### src/rtl/seq_det_pkg.sv
// rtl/seq_det_pkg.sv - mode encodings and parameter limits for pattern_detector_multi
package seq_det_pkg;

    typedef enum logic [1:0] {
        MODE_OVERLAP    = 2'd0,
        MODE_NONOVERLAP = 2'd1,
        MODE_FRAMED     = 2'd2,
        MODE_RESERVED   = 2'd3
    } mode_e;

    localparam int PATTERN_W_MIN = 2;
    localparam int PATTERN_W_MAX = 16;
    localparam int COUNT_W_MIN   = 2;
    localparam int COUNT_W_MAX   = 32;

endpackage

### src/rtl/seq_det_counter.sv
// rtl/seq_det_counter.sv - occurrence counter with sticky overflow
// SEQ_DET_SATURATE_EN: hold at all-ones instead of wrapping to zero.
module seq_det_counter #(
    parameter int COUNT_W = 8
) (
    input  logic               i_clk,
    input  logic               i_reset,
    input  logic               i_clear,
    input  logic               i_inc,
    output logic [COUNT_W-1:0] o_count,
    output logic               o_overflow
);

    localparam logic [COUNT_W-1:0] COUNT_MAX = '1;

    logic [COUNT_W-1:0] r_count;
    logic               r_overflow;

    always_ff @(posedge i_clk) begin
        if (i_reset) begin
            r_count    <= '0;
            r_overflow <= 1'b0;
        end else if (i_clear) begin
            r_count    <= '0;
            r_overflow <= 1'b0;
        end else if (i_inc) begin
`ifdef SEQ_DET_SATURATE_EN
            if (r_count == COUNT_MAX) begin
                r_overflow <= 1'b1;
            end else begin
                r_count <= r_count + 1'b1;
            end
`else
            r_count <= r_count + 1'b1;
            if (r_count == COUNT_MAX) begin
                r_overflow <= 1'b1;
            end
`endif
        end
    end

    assign o_count    = r_count;
    assign o_overflow = r_overflow;

endmodule

### src/rtl/pattern_detector_multi.sv
// rtl/pattern_detector_multi.sv - serial pattern detector, overlap/non-overlap/framed modes
// SEQ_DET_SATURATE_EN selects a saturating counter (see seq_det_counter).
module pattern_detector_multi
    import seq_det_pkg::*;
#(
    parameter int PATTERN_W = 4,
    parameter int COUNT_W   = 8
) (
    input  logic                 clock_100Mhz,
    input  logic                 reset,
    input  logic                 bit_in,
    input  logic                 bit_valid,
    input  logic [PATTERN_W-1:0] pattern,
    input  logic [1:0]           mode,
    input  logic                 clear,
    output logic [COUNT_W-1:0]   pattern_count,
    output logic                 match,
    output logic                 overflow
);

    localparam int FILL_W = $clog2(PATTERN_W + 1);
    localparam logic [FILL_W-1:0] FILL_FULL = FILL_W'(PATTERN_W);
    localparam logic [FILL_W-1:0] FILL_LAST = FILL_W'(PATTERN_W - 1);

    generate
        if (PATTERN_W < PATTERN_W_MIN || PATTERN_W > PATTERN_W_MAX ||
            COUNT_W < COUNT_W_MIN || COUNT_W > COUNT_W_MAX) begin : g_bad_params
            $error("pattern_detector_multi: PATTERN_W or COUNT_W out of range");
        end
    endgenerate

    logic [PATTERN_W-1:0] r_win;
    logic [FILL_W-1:0]    r_fill;
    logic [1:0]           r_mode_q;
    logic                 r_match;

    logic [PATTERN_W-1:0] w_next_win;
    logic [FILL_W-1:0]    w_fill_inc;
    mode_e                w_mode;
    logic                 w_mode_chg;
    logic                 w_hit;
    logic                 w_match;

    assign w_next_win = {r_win[PATTERN_W-2:0], bit_in};
    assign w_fill_inc = (r_fill == FILL_FULL) ? FILL_FULL : r_fill + 1'b1;
    assign w_mode     = mode_e'(mode);
    assign w_mode_chg = (mode != r_mode_q);

    // A hit needs a full window after this bit; framed mode only looks at frame ends.
    always_comb begin
        w_match = 1'b0;
        w_hit   = bit_valid && !w_mode_chg && (w_next_win == pattern);
        case (w_mode)
            MODE_FRAMED: w_match = w_hit && (r_fill == FILL_LAST);
            default:     w_match = w_hit && (r_fill >= FILL_LAST);
        endcase
    end

    always_ff @(posedge clock_100Mhz) begin
        if (reset) begin
            r_win    <= '0;
            r_fill   <= '0;
            r_mode_q <= MODE_OVERLAP;
            r_match  <= 1'b0;
        end else begin
            r_mode_q <= mode;
            r_match  <= w_match;
            if (bit_valid) begin
                r_win <= w_next_win;
            end
            if (w_mode_chg) begin
                r_fill <= bit_valid ? FILL_W'(1) : '0;
            end else if (bit_valid) begin
                case (w_mode)
                    MODE_NONOVERLAP: r_fill <= w_match ? '0 : w_fill_inc;
                    MODE_FRAMED:     r_fill <= (r_fill == FILL_LAST) ? '0 : w_fill_inc;
                    default:         r_fill <= w_fill_inc;
                endcase
            end
        end
    end

    seq_det_counter #(
        .COUNT_W (COUNT_W)
    ) u_counter (
        .i_clk      (clock_100Mhz),
        .i_reset    (reset),
        .i_clear    (clear),
        .i_inc      (w_match),
        .o_count    (pattern_count),
        .o_overflow (overflow)
    );

    assign match = r_match;

endmodule
### config.mk
export PLATFORM = sky130hd
export DESIGN_NAME = pattern_detector_multi
export DESIGN_NICKNAME = d
export VERILOG_FILES = /design/src/rtl/seq_det_pkg.sv /design/src/rtl/seq_det_counter.sv /design/src/rtl/pattern_detector_multi.sv
export SDC_FILE = /design/constraint.sdc
export NUM_CORES = 1
export LEC_CHECK = 0
export CAP_MARGIN = 20
export CORE_AREA = 2 2 46 48
export DETAILED_ROUTE_END_ITERATION = 10
export DIE_AREA = 0 0 48 50
export PLACE_DENSITY = 0.81
export SYNTH_ARGS = -nofsm -noshare
export SYNTH_HDL_FRONTEND = slang
export SYNTH_SLANG_ARGS = --single-unit
### constraint.sdc
create_clock -name clock_100Mhz -period 6.2 [get_ports clock_100Mhz]
set_clock_uncertainty 0.1 [all_clocks]
set_input_delay 1.86 -clock clock_100Mhz [delete_from_list [all_inputs] [get_ports clock_100Mhz]]
set_output_delay 1.86 -clock clock_100Mhz [all_outputs]
set_load 0.03 [all_outputs]
==> results.cfg, run 1 <==
[drt]
wirelength_mm = 1.805
routed_via_density = 5.506
num_vias = 848
ant_nets = 0
drt-initial-drc-count = 9
first_pass_iters = 6
drc = 0
wire_per_inst_um = 11.72

[yosys]
synth-simple-area-share_pct = 24.25
synth_top_area_share_pct = 37.55
synth_seq_cells = 18
syn_inst = 107
synth.avg_cell_area_um2 = 8.969
synth-xor-area-share_pct = 6.389
syn_area_um2 = 959.7
netlist_top_cells_area = dfxtp_1 (38%), ha_1 (7.8%), mux2i_1 (5.2%)
synthMuxAreaShare_pct = 5.215
yosys-top-cells-count = dfxtp_1 (18), nor2_1 (10), inv_1 (8)
synth_warnings = 0
ys_types = 35
synth_top_area_cell = dfxtp_1
synth_compound_area_share_pct = 13.95
synth_top_family_by_area = simple AND/OR/NAND/NOR gates
async_flop_share_pct = 0
ys_seq_area_share_pct = 37.55
yosysMostFrequentCell = dfxtp_1
synth_nets = 124
synthAdderAreaFrac_pct = 7.823
synth_ff_type = dfxtp_1
synth_edf_count = 0

[floorplan]
boundaryPins = 21
rows = 16
initial_core_util_pct = 50.46
dieArea_um2 = 2400
die_y_um = 50
core_area_um2 = 1902
die_x_um = 48

[cts]
clkLatencyLatePin_ns = 0.29
numClockSinks = 18
post_cts_buffers = 0
cts_root_buf = clkbuf_4
cts_buffers = 3
cts_max_path_buffers = 2
holdBufCountCts = 0
h-tree-depth = 1
cts_resized = 0
cts_tree = yes
path_clk_slew_ns = 0.10

[placed_design]
dp_hpwl_mm = 1.410
gp_congestion = 0.8344
io_buffer_count = 20
pre_cts_slack_ns = 2.012

[hold_path]
hold_path_class = register to register
holdPathStages = 2
min_to = u_counter.o_overflow$_SDFFE_PP0P_
hp-start = u_counter.o_overflow$_SDFFE_PP0P_

[sta]
fin_hold_ws_ns = 0.3569
period_needed_ns = 3.867
worst_slack_ns = 2.333
slew_viol_final = 0
rsz0062_at_grt = no
hold_viol = 0
timing.fmax_mhz = 258.6
fin_tns_setup_ns = 0
finalCritPeriodShare_pct = 62.37
slew_headroom_pct = 68.99
setup_viol = 0
worst_pin_slew_ns = 0.4637

[power_and_ir_drop]
leakagePower_nw = 0.4788
ir_worst_vdd_mv = 0.1089
cellPowerDensity_nw_per_um2 = 181.2

[layout]
area_growth_pct = 26.47
nNetsFinal = 145
antenna_cells = 0
drive_gt1_share_pct = 7.087
fill_cells = 166
seq_area_um2 = 360.3
final_core_util_pct = 63.82
multi_input_area_um2 = 553.0

[worst_setup_path]
required_ns = 6.33
cp_num_buf_inv = 2
max_stage_delay_ns = 0.61
path_class = input pin to register
startpoint_type = input pin
arrival_ns = 3.99
r2r_slack_ns = 3.75
startpoint = mode[0]
reg2reg_depth = 7
endpoint_kind = register
path_delay_family = simple AND/OR/NAND/NOR gates
timing.rr.start = r_fill[1]$_SDFFE_PP0P_
path_max_fanout = 17
cpMaxStageDelayCell = or4_1
crit_chain = clkdlybuf4s50_1, inv_1, ha_1, nor2b_1, nor2_1, nand4_2, or4_1, a21oi_1
r2r_end = u_counter.o_count[5]$_SDFFE_PP0P_

[grt]
grt_pass1_wl_mm = 3.001
grt_pass1_vias = 761
grt.total_usage_pct = 17.26
antenna_found_initial = 0
grt_start_max_net_pins = 18
grt_overflow_total = 0

[run_status]
status = finished, final reports clean

[job]
maxCapViolations = 0
[per-stage QoR]
stage	cells	instance area [um^2]	power, W
after floorplan	107	959.7	0.0001400
after global placement	150	1177	0.0001497
after detailed placement	150	1177	0.0001505
after CTS	154	1214	0.0002229
after global routing	154	1214	0.0002315
final	154	1214	0.0002200
[worst max path at each step]
stage / cells after the start / end
2_1_floorplan: 5 / u_counter.o_count[6]$_SDFFE_PP0P_
3_3_place_gp: 8 / u_counter.o_count[6]$_SDFFE_PP0P_
3_5_place_dp: 8 / u_counter.o_count[5]$_SDFFE_PP0P_
4_1_cts: 8 / u_counter.o_count[5]$_SDFFE_PP0P_
5_1_grt: 8 / u_counter.o_count[6]$_SDFFE_PP0P_
6_report: 8 / u_counter.o_count[5]$_SDFFE_PP0P_
[state kept, by name, summed over array words and instances (netlist names)]
signal and flops:
u_counter.o_count 8, r_fill 3, r_win 3, r_mode_q 2
match 1, u_counter.o_overflow 1
[area by class of cell]
type                            instances  share of cell area, %
Clock buffer                            4                  2.990
Inverter                                8                  2.474
Multi-Input combinational cell         77                  45.57
Sequential cell                        18                  29.69
Tap cell                               27                  2.784
Timing Repair Buffer                   20                  16.49
[placed cells by master, fill, tap and decap left out, types with 5 or more instances in the layout]
master           count
xor2_1               5
clkdlybuf4s50_1     20
a21oi_1              7
dfxtp_1             18
mux2i_1              5
ha_1                 6
inv_1                8
nand2_1              6
nor2_1              10
[report_power, final]
part           total (W)  internal, W  switching, W  leakage, nW
logic          0.0000284    0.0000144     0.0000140        0.312
clock network  0.0000721    0.0000357     0.0000364       0.0210
registers       0.000119     0.000118    0.00000155        0.146
[metal layers]
metal,GRT usage [%],up-vias,part of all wire [%]
met3,3.297,2,5.0
li1,-,425,-
met5,0,-,0
met2,28.00,26,48
met1,20.67,395,45
met4,8.559,0,1.5
[worst min-delay path: stages (launching register included)]
cell and delay [ns]:
dfxtp_1 0.32, inv_1 0.05, a21oi_1 0.05
[cell families (layout without fill, tap and decap cells)]
logic type               Yosys count  after routing
AO/OA/AOI/OAI                     20             20
buffers and inverters             12             32
XOR/XNOR                           7              7
adder cells (fa/ha/maj)            6              6
multiplexers                       5              5
AND/OR/NAND/NOR                   39             39
flip-flops                        18             18
(Power assumes the default switching activity.)
==> inputs of run 2 (changes only) <==
Settings changed: CORE_AREA 2 2 46 48 to 2 2 64 42, DIE_AREA 0 0 48 50 to 0 0 66 44, PLACE_DENSITY 0.81 to 0.72.
Clock period 6.2 ns to 3.5 ns, I/O delays scaled along.
==> results.cfg, run 2 (synthesized netlist as in run 1, its figures left out) <==
[worst_setup_path]
startpoint_type = input pin
crit_chain = clkdlybuf4s50_1, inv_1, ha_1, nor2b_1, nor2_1, nand4_2, buf_4, or3_1, a21oi_1
path_class = input pin to register
max_stage_delay_ns = 0.52
arrival_ns = 3.12
r2r_slack_ns = 1.07
path_max_fanout = 11
cpMaxStageDelayCell = clkdlybuf4s50_1
path_delay_family = simple AND/OR/NAND/NOR gates
required_ns = 3.59
cp_num_buf_inv = 3
endpoint_kind = register

[floorplan]
core_area_um2 = 2347
die_y_um = 44
rows = 14
die_x_um = 66
initial_core_util_pct = 40.88
boundaryPins = 21
dieArea_um2 = 2904

[drt]
wirelength_mm = 2.091
ant_nets = 0
first_pass_iters = 4
routed_via_density = 5.267
drt-initial-drc-count = 37
num_vias = 848
wire_per_inst_um = 12.99
drc = 0

[power_and_ir_drop]
clock_power_share_pct = 38.9
switching_share_pct = 22.76
power.net_switching_w = 0.00009876
cell_internal_pwr_w = 0.0003352
combPwrFrac_pct = 12.3
leakagePower_nw = 0.4956
cellPowerDensity_nw_per_um2 = 346.1
ir_worst_vdd_mv = 0.2219
seq_power_share_pct = 48.9

[sta]
slew_headroom_pct = 59.60
rsz0062_at_grt = no
timing.fmax_mhz = 330.1
fin_hold_ws_ns = 0.3555
hold_viol = 0
period_needed_ns = 3.029
slew_viol_final = 0
setup_viol = 0
worst_pin_slew_ns = 0.6023
fin_tns_setup_ns = 0
finalCritPeriodShare_pct = 86.55
worst_slack_ns = 0.4708

[cts]
cts_root_buf = clkbuf_8
holdBufCountCts = 0
cts_tree = yes
numClockSinks = 18
cts_resized = 0
post_cts_buffers = 0
cts_max_path_buffers = 2
clkLatencyLatePin_ns = 0.25
cts_buffers = 3
path_clk_slew_ns = 0.07
h-tree-depth = 1

[grt]
grt_pass1_wl_mm = 3.477
grt_overflow_total = 0
grt.total_usage_pct = 15.95
grt_pass1_vias = 788
antenna_found_initial = 0
grt_start_max_net_pins = 12

[layout]
final_core_util_pct = 53.41
drive_gt1_share_pct = 8.527
largest_reg_flops = 8
final_cell_mix = clkdlybuf4s50_1 (20), dfxtp_1 (18), nor2_1 (10)
area_growth_pct = 30.64
fin_area_um2 = 1254
antenna_cells = 0
layout_commonest_cell = clkdlybuf4s50_1
nNetsFinal = 147
fill_cells = 224

[placed_design]
place_area_um2 = 1199
gp_congestion = 0.8696
io_buffer_count = 20
pre_cts_slack_ns = 0.2334
dp_hpwl_mm = 1.598

[hold_path]
hold_path_class = register to register

[job]
maxCapViolations = 0

[run_status]
status = finished, final reports clean
run 2: final timing paths:
kind                                     start                                 to  cells after the start
max                                    mode[0]  u_counter.o_overflow$_SDFFE_PP0P_                      9
min          u_counter.o_overflow$_SDFFE_PP0P_  u_counter.o_overflow$_SDFFE_PP0P_                      2
max reg2reg             r_fill[0]$_SDFFE_PP0P_  u_counter.o_overflow$_SDFFE_PP0P_                      8
min reg2reg  u_counter.o_overflow$_SDFFE_PP0P_  u_counter.o_overflow$_SDFFE_PP0P_                      2
run 2: layout make-up:
type,instances,area [um^2],area share (%)
Clock buffer,4,55.05,4.391
Inverter,8,30.03,2.395
Sequential cell,18,360.3,28.74
Tap cell,32,40.04,3.194
Multi-Input combinational cell,77,553.0,44.11
Timing Repair Buffer,22,215.2,17.17
run 2: metal layers:
layer  global-route usage [%]  vias to the layer above  wire (um)
li1                         -                      424          -
met1                    22.88                      402       1093
met2                    23.03                       18        886
met3                    4.675                        4         86
met4                    5.306                        0         25
met5                        0                        -          0
run 2: worst reg2reg max path, cell delays in order, from the launching register on:
cell and delay [ns]:
dfxtp_1 0.36, ha_1 0.17, ha_1 0.19, a211oi_1 0.11, nor4_4 0.38, nand4_2 0.29, buf_4 0.25, or3_1 0.37
a21oi_1 0.14
run 2: power by group through the flow:
stage               clock [W]  sequential (W)  combinational (W)
finish               0.000169        0.000212          0.0000532
global route         0.000181        0.000212          0.0000589
CTS                  0.000173        0.000212          0.0000524
detailed placement          0        0.000217          0.0000520
global placement            0        0.000216          0.0000507
floorplan                   0        0.000216          0.0000322
run 2: through the flow:
| step | instances | power, W |
|---|---|---|
| final | 161 | 0.0004339 |
| after global routing | 161 | 0.0004527 |
| after CTS | 161 | 0.0004372 |
| after detailed placement | 157 | 0.0002686 |
| after global placement | 157 | 0.0002670 |
| after floorplan | 107 | 0.0002480 |
